<file path="src/rtl/task_dispatcher.sv">
// Task dispatcher: walks control frames in task memory, streams instruction
// frames to a core group and sequences display requests.
module task_dispatcher #(
    parameter  int NUM_CORES  = 4,
    parameter  int TM_DEPTH   = 16,
    parameter  int LOAD_BEATS = 4,
    parameter  int BUS_W      = 16,
    localparam int AW         = $clog2(TM_DEPTH),
    localparam int BW         = (LOAD_BEATS > 1) ? $clog2(LOAD_BEATS) : 1,
    localparam int FRAME_W    = LOAD_BEATS * BUS_W
) (
    input  logic                        clk,
    input  logic                        reset,
    input  logic                        run,
    input  logic [TM_DEPTH*FRAME_W-1:0] task_mem,
    input  logic [NUM_CORES-1:0]        ready,
    output logic [NUM_CORES-1:0]        start,
    output logic [BW-1:0]               insn_beat,
    output logic [BUS_W-1:0]            insn_data,
    output logic                        vga_en,
    input  logic                        vga_end,
    output logic                        busy,
    output logic                        done,
    output logic                        addr_err
);

    localparam int MSK  = 8;
    localparam int FEN  = 8 + NUM_CORES;
    localparam int STP  = 10 + NUM_CORES;
    localparam int LOP  = 11 + NUM_CORES;
    localparam int NXT  = 12 + NUM_CORES;
    localparam int CF_W = NXT + AW;

    typedef enum logic [2:0] {
        S_IDLE, S_FETCH, S_GATE, S_LOAD, S_DRAIN, S_DISP, S_VWAIT, S_HALT
    } state_t;

    state_t          state_q, state_d;
    logic [AW-1:0]   ptr_q, ptr_d;
    logic [BW-1:0]   beat_q, beat_d;
    logic [7:0]      fcnt_q, fcnt_d;
    logic [CF_W-1:0] cf_q, cf_d;
    logic            err_q, err_d;

    logic [FRAME_W-1:0] frames [TM_DEPTH];
    logic [BUS_W-1:0]   beats  [LOAD_BEATS];
    logic [FRAME_W-1:0] cur_frame;

    for (genvar i = 0; i < TM_DEPTH; i++) begin : g_frm
        assign frames[i] = task_mem[i*FRAME_W +: FRAME_W];
    end

    assign cur_frame = frames[ptr_q];

    for (genvar b = 0; b < LOAD_BEATS; b++) begin : g_beat
        assign beats[b] = cur_frame[b*BUS_W +: BUS_W];
    end

    logic [NUM_CORES-1:0] mask;
    logic [1:0]           fence;
    logic                 stop, loop;
    logic [AW-1:0]        nxt;
    logic                 all_rdy, mask_rdy;

    assign mask     = cf_q[MSK +: NUM_CORES];
    assign fence    = cf_q[FEN +: 2];
    assign stop     = cf_q[STP];
    assign loop     = cf_q[LOP];
    assign nxt      = cf_q[NXT +: AW];
    assign all_rdy  = &ready;
    assign mask_rdy = (ready & mask) == mask;

    always_comb begin
        state_d = state_q;
        ptr_d   = ptr_q;
        beat_d  = beat_q;
        fcnt_d  = fcnt_q;
        cf_d    = cf_q;
        err_d   = err_q;
        case (state_q)
            S_IDLE, S_HALT: begin
                if (run) begin
                    state_d = S_FETCH;
                    ptr_d   = '0;
                    err_d   = 1'b0;
                end
            end
            S_FETCH: begin
                cf_d    = cur_frame[CF_W-1:0];
                ptr_d   = ptr_q + AW'(1);
                state_d = S_GATE;
            end
            S_GATE: begin
                // Acquire fences need the whole cluster idle, not just the mask
                if (fence[0] ? all_rdy : mask_rdy) begin
                    if (cf_q[7:0] != 8'd0) begin
                        state_d = S_LOAD;
                        beat_d  = '0;
                        fcnt_d  = cf_q[7:0];
                    end else begin
                        state_d = S_DRAIN;
                    end
                end
            end
            S_LOAD: begin
                beat_d = beat_q + BW'(1);
                if (beat_q == BW'(LOAD_BEATS - 1)) begin
                    beat_d = '0;
                    ptr_d  = ptr_q + AW'(1);
                    fcnt_d = fcnt_q - 8'd1;
                    if (fcnt_q == 8'd1)
                        state_d = S_DRAIN;
                end
            end
            S_DRAIN: begin
                if (!(fence[1] || stop) || all_rdy)
                    state_d = stop ? S_DISP : S_FETCH;
            end
            S_DISP: state_d = S_VWAIT;
            S_VWAIT: begin
                if (vga_end) begin
                    if (loop) begin
                        state_d = S_FETCH;
                        if ({1'b0, nxt} >= (AW+1)'(TM_DEPTH)) begin
                            ptr_d = '0;
                            err_d = 1'b1;
                        end else begin
                            ptr_d = nxt;
                        end
                    end else begin
                        state_d = S_HALT;
                    end
                end
            end
            default: state_d = S_IDLE;
        endcase
    end

    always_ff @(posedge clk or posedge reset) begin
        if (reset) begin
            state_q <= S_IDLE;
            ptr_q   <= '0;
            beat_q  <= '0;
            fcnt_q  <= '0;
            cf_q    <= '0;
            err_q   <= 1'b0;
        end else begin
            state_q <= state_d;
            ptr_q   <= ptr_d;
            beat_q  <= beat_d;
            fcnt_q  <= fcnt_d;
            cf_q    <= cf_d;
            err_q   <= err_d;
        end
    end

    assign start     = (state_q == S_LOAD) ? mask : '0;
    assign insn_beat = beat_q;
    assign insn_data = beats[beat_q];
    assign vga_en    = (state_q == S_DISP);
    assign busy      = (state_q != S_IDLE) && (state_q != S_HALT);
    assign done      = (state_q == S_HALT);
    assign addr_err  = err_q;

endmodule

</file>
<file path="config.mk">
export PLATFORM = sky130hd
export DESIGN_NAME = task_dispatcher
export DESIGN_NICKNAME = d
export VERILOG_FILES = /design/src/rtl/task_dispatcher.sv
export SDC_FILE = /design/constraint.sdc
export NUM_CORES = 1
export LEC_CHECK = 0
export BUFFER_PORTS_ARGS = -buffer_cell sky130_fd_sc_hd__buf_2
export CELL_PAD_IN_SITES_DETAIL_PLACEMENT = 0
export CELL_PAD_IN_SITES_GLOBAL_PLACEMENT = 1
export CORE_AREA = 2 2 415 417
export DETAILED_ROUTE_END_ITERATION = 7
export DIE_AREA = 0 0 417 419
export PLACE_DENSITY = 0.4
export SLEW_MARGIN = 25
export SYNTH_ARGS = -nofsm -noshare
export SYNTH_HDL_FRONTEND = slang
export SYNTH_SLANG_ARGS = --single-unit
</file>
<file path="constraint.sdc">
create_clock -name clk -period 6.2 [get_ports clk]
set_input_delay 0.31 -clock clk [delete_from_list [all_inputs] [get_ports clk]]
set_output_delay 0.31 -clock clk [all_outputs]
set_load 0.01 [all_outputs]
</file>
### Word level (Yosys, flattened, before mapping)

Index checks and enable logic that the tools add are counted.
Widths: inputs -> output; s select.

| storage, ports and cells | value |
|---|---|
| register bits | 37 |
| output and inout bits | 26 |
| logic and storage cells | 78 |

| operators by class | value |
|---|---|
| $add $sub $neg | 3 |
| magnitude comparators | 2 |
| eq/ne operators | 19 |
| mux-type cells | 31 |
| bitwise operators | 3 |
| reductions and logical operators | 15 |

Operators by type and width:

| operator | count |
|---|---|
| $bmux 64 s4 | 1 |
| $mux 64 | 2 |
| $bmux 16 s2 | 1 |
| $mux 16 | 2 |
| $mux 3 | 9 |
| $mux 8 | 3 |
| $pmux 3 s7 | 1 |
| $mux 4 | 5 |
| $ne 2x2->1 const B | 8 |
| $pmux 4 s4 | 1 |
| $pmux 8 s2 | 1 |
| $eq 3x3->1 const B | 4 |
| $eq 8x1->1 const B | 1 |
| $reduce_and 4->1 | 2 |
| $reduce_bool 8->1 | 1 |
| $sub 8x1->8 const B | 1 |
| $eq 3x2->1 const B | 2 |
| $mux 2 | 3 |
| $reduce_and 6->1 | 1 |
| $ge 5x5->1 const B | 1 |
| $not 4->5 | 1 |
| $reduce_and 5->1 | 1 |
| $add 4x1->4 const B | 1 |
| $and 4x4->4 | 1 |
| other kinds (18) | 19 |

### Longest topological paths before layout

Gate-level depths: netlist of the first run.

| depth | value |
|---|---|
| word-level depth | 7 |
| depth in mapped cells | 10 |

### Worst setup path before layout of the first run

Ideal clock, no wire load.

| path | value |
|---|---|
| path kind | register to output |
| from | register ptr_q[0] |
| to | output insn_data[6] |
| arrival | 2099 ps |
| data required time | 5890 ps |
| path slack | 3791 ps |
| stages on the path, launching flop included | 8 |
| buffers on the path | 3 |
| path through | dfrtp_1 > buf_2 > buf_4 > buf_2 > mux4_2 > o2111ai_1 > nand4_1 > a211o_1 |

| on the way | value |
|---|---|
| word-level cells in the longest chain between the ends | 7 |

Ends and longest elaborated chain:

| element | line | text |
|---|---|---|
| start, declared | 39 | `logic [AW-1:0] ptr_q, ptr_d;` |
| start signal, assigned | 149 | `ptr_q <= ptr_d;` |
| $not 4->5 (implied by the code) | 53 | `assign cur_frame = frames[ptr_q];` |
| $bmux 64 s4 | 53 |  |
| $mux 64 (implied by the code) (2 in series) | 53 |  |
| $bmux 16 s2 | 159 | `assign insn_data = beats[beat_q];` |
| $mux 16 (implied by the code) (2 in series) | 159 |  |
| end, declared | 19 | `output logic [BUS_W-1:0] insn_data,` |

No other way between the ends. The select of a mux whose other input is x is not followed.

### Worst setup path in the final report of the first run

| path | value |
|---|---|
| from | register ptr_q[0] |
| to | output insn_data[14] |

Same word-level chain as after synthesis.

==> impl_results.md, run 1 <==
* Worst Path Arrival at 3850 ps
* Detailed placer's ending HPWL at 112.1 mm
* Average vias per placed instance at 3.344
* Cell with the biggest individual delay on the critical path: sky130_fd_sc_hd__mux4_2
* Hold violation total from the final report at 0
* Wirelength, routed at 123.9 mm
* Commonest register cell after synthesis: sky130_fd_sc_hd__dfrtp_1
* Portion of synthesized cell area occupied by the leading cell type at 38.07%
* CTS tree: built
* Global-route wire length before repair at 154.0 mm
* Cell taking the most area after synthesis: sky130_fd_sc_hd__mux4_2
* Fraction of power consumed by the clock network at 3.9%
* Post-cts gate resize count at 0
* Std cell rows at 152
* Die Footprint at 0.1747 sq mm
* Number of nets produced by synthesis at 2021
* Placed instance count at 4190
* Count of TritonRoute iterations in the first routing pass at 5
* Slew Viols, Final at 0
* Final critical delay including setup and external delays at 4155 ps
* Detailed-route via count at 14120
* Largest net degree at the start of global routing at 77
* All-layer global routing usage at 13.48%
* Number of antenna violations at the first check in global routing at 105
* Setup-violating endpoint count in the final report at 0
* Delay contributed by the slowest stage of the critical path at 740 ps
* Unrepaired setup endpoints after global routing: no
* # Max-Cap Violations at 0
* Sort of element at the end of the critical path: output pin
* Port bufs at 1056
* Number of warning messages in the yosys log at 0
* Highest clock frequency the design can meet at 0.2407 GHz
* Via count of the first global-routing pass at 14580
* Peak ir drop on the vdd network at 0.1712 mV
* Leakage power summed over all cells at 7.964 nW
* Period utilisation layout at 67.02%
* Critical-path cell list: buf_12 > mux4_2 > o2111ai_1 > nand4_1 > a211o_1 > buf_2
* CTS H-tree depth at 2
* Data required time of the worst path at 5890 ps
* Transition time of the tightest slew-check pin at 956.3 ps
* Final layout net count at 3000
* Sw Ratio at 57.04%
* Most used standard cell by instance count after synthesis: sky130_fd_sc_hd__mux2i_1
* Setup Skew at 10.12 ps
* Final worst setup slack at 2045 ps
* Layout Cells excl Fill at 4222
* Status: finished clean
* Critical Path Stages at 6
* Power density over the cells at 398.9 mW/mm^2
* Mapped Area at 0.01041 sq mm
* Number of library cell types mapped by synthesis at 55
* Chip width at 417 um
* Sum Neg Setup Slack at 0 ps
* Post-CTS setup buffer count at 0
* CTS Root Cell: sky130_fd_sc_hd__clkbuf_16
* Psw at 0.004206 W
* Synth cell count leaders: sky130_fd_sc_hd__mux2i_1, sky130_fd_sc_hd__mux4_2, sky130_fd_sc_hd__a22oi_1, sky130_fd_sc_hd__nand2_1, sky130_fd_sc_hd__clkbuf_1
* Average size of a mapped cell at 10.57 sq um
* Post-synth EDFFs at 0
* DRC violation count after routing at 0
* Share of final-layout standard cells stronger than drive strength 1 at 67.02%
* Number of buffers created by CTS at 5
* Combined buffer and inverter count along the critical path at 2
* Placement-stage worst setup slack at 2057 ps
* Final weighted congestion in routability-driven placement at 0.9262
* Vertical die dimension at 419 um
* Largest cells by area after synthesis: sky130_fd_sc_hd__mux4_2, sky130_fd_sc_hd__mux2i_1, sky130_fd_sc_hd__dfrtp_1, sky130_fd_sc_hd__a22oi_1, sky130_fd_sc_hd__nand2_1
* Post-layout util at 10.84%
* Clock transition at path regs at 70 ps
* Number of sinks on the clock net at 37
* Number of standard cells after synthesis at 985
* Total congestion overflow at 0
* Clock insertion delay at the later pin of the skew report at 310 ps
* 1st-iter DRT viols at 938
* Fillcell total at 19820
* Maximum fanout along the worst path at 50
* Worst rel slew slack at 36.25%
* Remaining antenna violation count after routing at 0
* Type of the most critical hold path: in -> async
* Starting density of the core at 6.104%
* Number of primary I/O pins at 1058
* Per-cell routed wire length at 29.34 um
* Final total power at 0.007374 W
* Sequential Power Share at 8.9%
* Largest delay contributor family on the critical path: compound AO/OA/AOI/OAI gates
* Cell Int Power at 0.003168 W
* Area added between synthesis and finish at 77.53%
* CTS hold repair buffers at 0
* Number of cells traversed by the worst register-to-register path at 7
* Number of storage elements in the synthesis netlist at 37
* Kind of start point of the critical path: register
* FF/Latch Area at 940.9 sq um
* Start-to-end type of the worst setup path: reg -> out
* Async set-or-reset flop fraction in the synthesized netlist at 100.0%
* Part of the Yosys area used for sequential elements at 8.892%
* Multi-input gate area in the final layout at 0.008941 sq mm
* CTS max path bufs at 2
* Floorplan core area at 0.1706 sq mm
* Part of the total power dissipated in combinational logic at 87.2%
path summary, 6_finish.rpt:
kind	start	slack [ps]	endpoint
min reg2reg	cf_q[13]$_DFFE_PP0P_	510	cf_q[13]$_DFFE_PP0P_
max	ptr_q[0]$_DFFE_PP0P_	2040	insn_data[14]
min in group clk	cf_q[13]$_DFFE_PP0P_	510	cf_q[13]$_DFFE_PP0P_
max in group asynchronous	reset	5580	ptr_q[3]$_DFFE_PP0P_
min	reset	140	cf_q[17]$_DFFE_PP0P_
max reg2reg	ptr_q[0]$_DFFE_PP0P_	3180	cf_q[15]$_DFFE_PP0P_
power groups by stage:
stage	sequential (W)	clock (W)	combinational [W]
final	0.000657	0.000286	0.00643
after global routing	0.000688	0.000306	0.00693
after CTS	0.000676	0.000302	0.00674
after detailed placement	0.000678	0	0.00673
after global placement	0.000670	0	0.00670
after floorplan	0.000442	0	0.00390
per-layer routing:
metal	track usage [%]	up-vias	routed length [um]
li1	-	6101	-
met1	16.33	7108	50450
met2	24.51	713	63190
met3	3.324	152	8038
met4	1.578	46	1869
met5	0	-	315
cells by family after synthesis:
| logic type | synth area share, % |
|---|---|
| AO/OA/AOI/OAI | 15.20 |
| adder cells (fa/ha/maj) | 0.4807 |
| buffers and inverters | 5.876 |
| flip-flops | 8.892 |
| multiplexers | 60.11 |
| other | 0.03601 |
| AND/OR/NAND/NOR | 9.409 |
cells in the final DEF, fill, tap and decap left out, types with 6 or more instances in the layout:
cell and count:
sky130_fd_sc_hd__buf_2 1056, sky130_fd_sc_hd__mux2i_1 202, sky130_fd_sc_hd__mux4_2 176, sky130_fd_sc_hd__a22oi_1 84
sky130_fd_sc_hd__nand2_1 83, sky130_fd_sc_hd__nand3_1 33, sky130_fd_sc_hd__dfrtp_1 33, sky130_fd_sc_hd__diode_2 24
sky130_fd_sc_hd__a21oi_1 24, sky130_fd_sc_hd__nor2_1 22, sky130_fd_sc_hd__mux2_2 22, sky130_fd_sc_hd__o2111ai_1 22
sky130_fd_sc_hd__buf_4 22, sky130_fd_sc_hd__o21ai_0 18, sky130_fd_sc_hd__a211o_1 13, sky130_fd_sc_hd__o22ai_1 11
sky130_fd_sc_hd__nand4_1 10, sky130_fd_sc_hd__nand2b_1 9, sky130_fd_sc_hd__a22o_1 8, sky130_fd_sc_hd__inv_1 8
sky130_fd_sc_hd__and2_1 6
sequential cells by signal (all words and copies together), names as in the netlist:
register	flops
cf_q	20
state_q	3
ptr_q	4
fcnt_q	8
insn_beat	2
tightest hold or removal path, stage by stage:
cell	delay, ps
sky130_fd_sc_hd__buf_2	90
sky130_fd_sc_hd__inv_1	40
sky130_fd_sc_hd__buf_4	470
area by class of cell:
class                   count  share of cell area (%)
multi-input cells         828                   48.37
repair buffers           1083                   30.11
well taps                2233                   15.11
flip-flops and latches     37                   5.090
clock buffers               7                  0.7716
diodes                     24                  0.3249
inverters                   9                  0.1828
clock inverters             1                 0.04061
metrics by stage:
step                      hold WS, ps  area (sq um)
after floorplan                 475.3         10410
after global placement          494.9         18210
after detailed placement        498.2         18280
after CTS                       173.5         18430
after global routing            187.5         18440
final                           136.5         18490
(Power assumes the default switching activity.)
==> run 2, diff against run 1 <==
- ABC_AREA: default -> 1
- CORE_AREA: 2 2 415 417 -> 2 2 418 420
- DIE_AREA: 0 0 417 419 -> 0 0 420 422
- PLACE_DENSITY: 0.4 -> 0.47
- clock period: 6.2 -> 4 ns (I/O delays scaled with it)
==> impl_results.md, run 2 <==
* Via count of the first global-routing pass at 23970 (was 14580)
* Final layout net count at 5146 (was 3000)
* Global-route wire length before repair at 204.0 mm (was 154.0 mm)
* Chip width at 420 um (was 417 um)
* Launching instance or port of the critical path: ptr_q[0]$_DFFE_PP0P_ (unchanged)
* Transition time of the tightest slew-check pin at 901.6 ps (was 956.3 ps)
* Portion of synthesized cell area occupied by the leading cell type at 27.56% (was 38.07%)
* Post-synth EDFFs at 0 (unchanged)
* Number of storage elements in the synthesis netlist at 37 (unchanged)
* Peak ir drop on the vdd network at 0.2739 mV (was 0.1712 mV)
* Synth cell count leaders: sky130_fd_sc_hd__nand2_1, sky130_fd_sc_hd__nand3_1, sky130_fd_sc_hd__inv_1, sky130_fd_sc_hd__buf_2, sky130_fd_sc_hd__o21ai_0 (was sky130_fd_sc_hd__mux2i_1, sky130_fd_sc_hd__mux4_2, sky130_fd_sc_hd__a22oi_1, sky130_fd_sc_hd__nand2_1, sky130_fd_sc_hd__clkbuf_1)
* CTS tree: built (unchanged)
* Busiest metal layer after global routing: met2 (unchanged)
* Count of TritonRoute iterations in the first routing pass at 5 (unchanged)
* Share of final-layout standard cells stronger than drive strength 1 at 28.58% (was 67.02%)
* Number of warning messages in the yosys log at 0 (unchanged)
* Number of library cell types mapped by synthesis at 32 (was 55)
* Cell taking the most area after synthesis: sky130_fd_sc_hd__nand2_1 (was sky130_fd_sc_hd__mux4_2)
* CTS max path bufs at 2 (unchanged)
* Clock transition at path regs at 70 ps (about the same)
* Number of primary I/O pins at 1058 (unchanged)
* Number of nets produced by synthesis at 4231 (was 2021)
* Wirelength, routed at 155.5 mm (was 123.9 mm)
* # Max-Cap Violations at 0 (unchanged)
* Clock insertion delay at the later pin of the skew report at 310 ps (about the same)
* Global-route met3 utilization at 1.904% (was 3.324%)
* Final total power at 0.01337 W (was 0.007374 W)
* Detailed-route via count at 23770 (was 14120)
* M1 GR Usage at 20.36% (was 16.33%)
* Start-to-end type of the worst setup path: reg -> out (unchanged)
* CTS Root Cell: sky130_fd_sc_hd__clkbuf_16 (unchanged)
* Average vias per placed instance at 3.675 (was 3.344)
* 1st-iter DRT viols at 1500 (was 938)
* Layout Cells excl Fill at 6468 (was 4222)
* Maximum fanout along the worst path at 26 (was 50)
* Most common cell after layout, fill and taps aside: sky130_fd_sc_hd__nand2_1 (was sky130_fd_sc_hd__buf_2)
* Detailed placer's ending HPWL at 133.9 mm (was 112.1 mm)
* Async set-or-reset flop fraction in the synthesized netlist at 100.0% (unchanged)
* Setup Skew at 10.02 ps (was 10.12 ps)
* Type of the most critical hold path: in -> async (unchanged)
* Worst Path Arrival at 3350 ps (was 3850 ps)
* Hold violation total from the final report at 0 (unchanged)
* Max reg flops at 20 (unchanged)
* Highest clock frequency the design can meet at 0.2817 GHz
* M2 GR Usage at 31.09% (was 24.51%)
* Unrepaired setup endpoints after global routing: no (unchanged)
* Total congestion overflow at 0 (unchanged)
* CTS hold repair buffers at 0 (unchanged)
* Part of the Yosys area used for sequential elements at 6.260% (was 8.892%)
* Starting density of the core at 8.557% (was 6.104%)
* Number of buffers created by CTS at 5 (unchanged)
* Kind of start point of the critical path: register (unchanged)
* Commonest register cell after synthesis: sky130_fd_sc_hd__dfrtp_1 (unchanged)
* Worst rel slew slack at 39.26% (was 36.25%)
* Post-CTS setup buffer count at 0 (unchanged)
* Highest-count cells in the layout ignoring fill and taps: sky130_fd_sc_hd__nand2_1, sky130_fd_sc_hd__buf_2, sky130_fd_sc_hd__nand3_1 (was sky130_fd_sc_hd__buf_2, sky130_fd_sc_hd__mux2i_1, sky130_fd_sc_hd__mux4_2)
* Status: finished clean (unchanged)
* Remaining antenna violation count after routing at 0 (unchanged)
* Number of standard cells after synthesis at 3195 (was 985)
* Setup-violating endpoint count in the final report at 0 (unchanged)
* Period utilisation layout at 88.76%
* Vertical die dimension at 422 um (was 419 um)
* Startpoint of the worst register-to-register path: ptr_q[0]$_DFFE_PP0P_ (unchanged)
* Final critical delay including setup and external delays at 3551 ps
* Data required time of the worst path at 3800 ps (was 5890 ps)
* Port bufs at 1056 (unchanged)
* Sort of element at the end of the critical path: output pin (unchanged)
* Power density over the cells at 583.0 mW/mm^2 (was 398.9 mW/mm^2)
* Mapped Area at 0.01479 sq mm (was 0.01041 sq mm)
* Slew Viols, Final at 0 (unchanged)
* Placed instance count at 6428 (was 4190)
* CTS H-tree depth at 2 (unchanged)
* Average size of a mapped cell at 4.630 sq um (was 10.57 sq um)
* All-layer global routing usage at 16.81% (was 13.48%)
* Most used standard cell by instance count after synthesis: sky130_fd_sc_hd__nand2_1 (was sky130_fd_sc_hd__mux2i_1)
* DRC violation count after routing at 0 (unchanged)
* Biggest regs: cf_q x20, fcnt_q x8, ptr_q x4 (unchanged)
* Floorplan core area at 0.1729 sq mm (was 0.1706 sq mm)
* Std cell rows at 153 (was 152)
* Per-cell routed wire length at 24.04 um (was 29.34 um)
* Top reg by flops: cf_q (unchanged)
* Largest net degree at the start of global routing at 115 (was 77)
* Largest cells by area after synthesis: sky130_fd_sc_hd__nand2_1, sky130_fd_sc_hd__nand3_1, sky130_fd_sc_hd__inv_1, sky130_fd_sc_hd__dfrtp_1, sky130_fd_sc_hd__buf_2 (was sky130_fd_sc_hd__mux4_2, sky130_fd_sc_hd__mux2i_1, sky130_fd_sc_hd__dfrtp_1, sky130_fd_sc_hd__a22oi_1, sky130_fd_sc_hd__nand2_1)
* Number of antenna violations at the first check in global routing at 77 (was 105)
* Final weighted congestion in routability-driven placement at 0.9482 (was 0.9262)
* Sum Neg Setup Slack at 0 ps (unchanged)
* Die Footprint at 0.1772 sq mm (was 0.1747 sq mm)
* Post-cts gate resize count at 0 (unchanged)
* Leakage power summed over all cells at 13.46 nW (was 7.964 nW)
* Fillcell total at 21060 (was 19820)
* Area added between synthesis and finish at 55.06% (was 77.53%)
* Number of sinks on the clock net at 37 (unchanged)
-- run 2: changes by cell type in the layout (fill, tap and decap cells not counted), moves of 42 or more --
cell / before / now
sky130_fd_sc_hd__nand2_1: 83 / 1086
sky130_fd_sc_hd__nand3_1: 33 / 794
sky130_fd_sc_hd__inv_1: 8 / 667
sky130_fd_sc_hd__mux2i_1: 202 / 0
sky130_fd_sc_hd__mux4_2: 176 / 0
sky130_fd_sc_hd__a22oi_1: 84 / 2
sky130_fd_sc_hd__o21ai_0: 18 / 96
sky130_fd_sc_hd__or2_1: 0 / 73
sky130_fd_sc_hd__o211ai_1: 3 / 62
sky130_fd_sc_hd__nor2_1: 22 / 79
sky130_fd_sc_hd__buf_4: 22 / 64
-- run 2: area by class of cell --
| type | count | area (sq um) | area share [%] |
|---|---|---|---|
| Timing Repair Buffer | 1138 | 6126 | 26.71 |
| Multi-Input combinational cell | 2255 | 10170 | 44.32 |
| Clock inverter | 2 | 13.76 | 0.06001 |
| Sequential cell | 37 | 942.2 | 4.108 |
| Inverter | 673 | 2560 | 11.16 |
| Tap cell | 2325 | 2909 | 12.68 |
| Antenna cell | 32 | 80.08 | 0.3491 |
| Clock buffer | 6 | 138.9 | 0.6055 |
-- run 2: metrics by stage --
step	instance area [sq um]	hold slack, ps	setup WS [ps]	utilization, %
4_1_cts	22860	54.29	289.9	13.22
6_report	22940	25.13	449.5	13.27
3_5_place_dp	22700	384.6	637.9	13.13
2_1_floorplan	14790	379.7	2329	-
3_3_place_gp	22700	398.8	603.8	13.13
5_1_grt	22900	84.48	241.5	13.25
-- run 2: path summary, 6_finish.rpt --
kind                                     endpoint  slack [ps]  cells after the start
setup / recovery                    insn_data[11]         450                     10
hold / removal             state_q[2]$_DFFE_PP0P_          30                      3
setup reg to reg             cf_q[10]$_DFFE_PP0P_        1210                      8
hold reg to reg             fcnt_q[1]$_DFFE_PP0P_         510                      2
max in group asynchronous    ptr_q[1]$_DFFE_PP0P_        3500                      3
min in group clk            fcnt_q[1]$_DFFE_PP0P_         510                      2
-- run 2: kinds of logic after synthesis --
family                     share of synthesized area [%]
and+or+nand+nor                                    60.79
buffers and inverters                              25.01
AOI/OAI and AO/OA                                  7.402
DFF                                                6.260
adders and majority gates                         0.3384
xor gates and xnor gates                          0.1777
other                                            0.02535
-- run 2: power by group --
group          total [W]  internal [W]  switching [W]
clock           0.000445      0.000249       0.000196
combinational     0.0121       0.00340        0.00867
sequential      0.000857      0.000579       0.000277
total             0.0134       0.00423        0.00914
-- run 2: routing by layer --
layer | wire (um) | up-vias | part of all wire, %
met1 | 63340 | 11070 | 41
met3 | 8057 | 152 | 5.2
met4 | 3301 | 34 | 2.1
met2 | 80540 | 885 | 52
met5 | 227 | - | 0.15
li1 | - | 11630 | -
-- run 2: worst max-delay path, stage by stage, from the launching register on --
cell	delay (ps)
sky130_fd_sc_hd__dfrtp_4	620
sky130_fd_sc_hd__buf_12	220
sky130_fd_sc_hd__buf_4	250
sky130_fd_sc_hd__o21ai_0	750
sky130_fd_sc_hd__nand2_1	200
sky130_fd_sc_hd__nand3_1	120
sky130_fd_sc_hd__nand3_1	130
sky130_fd_sc_hd__nand3_1	200
sky130_fd_sc_hd__nand3_1	170
sky130_fd_sc_hd__nand2_1	170
sky130_fd_sc_hd__buf_2	150
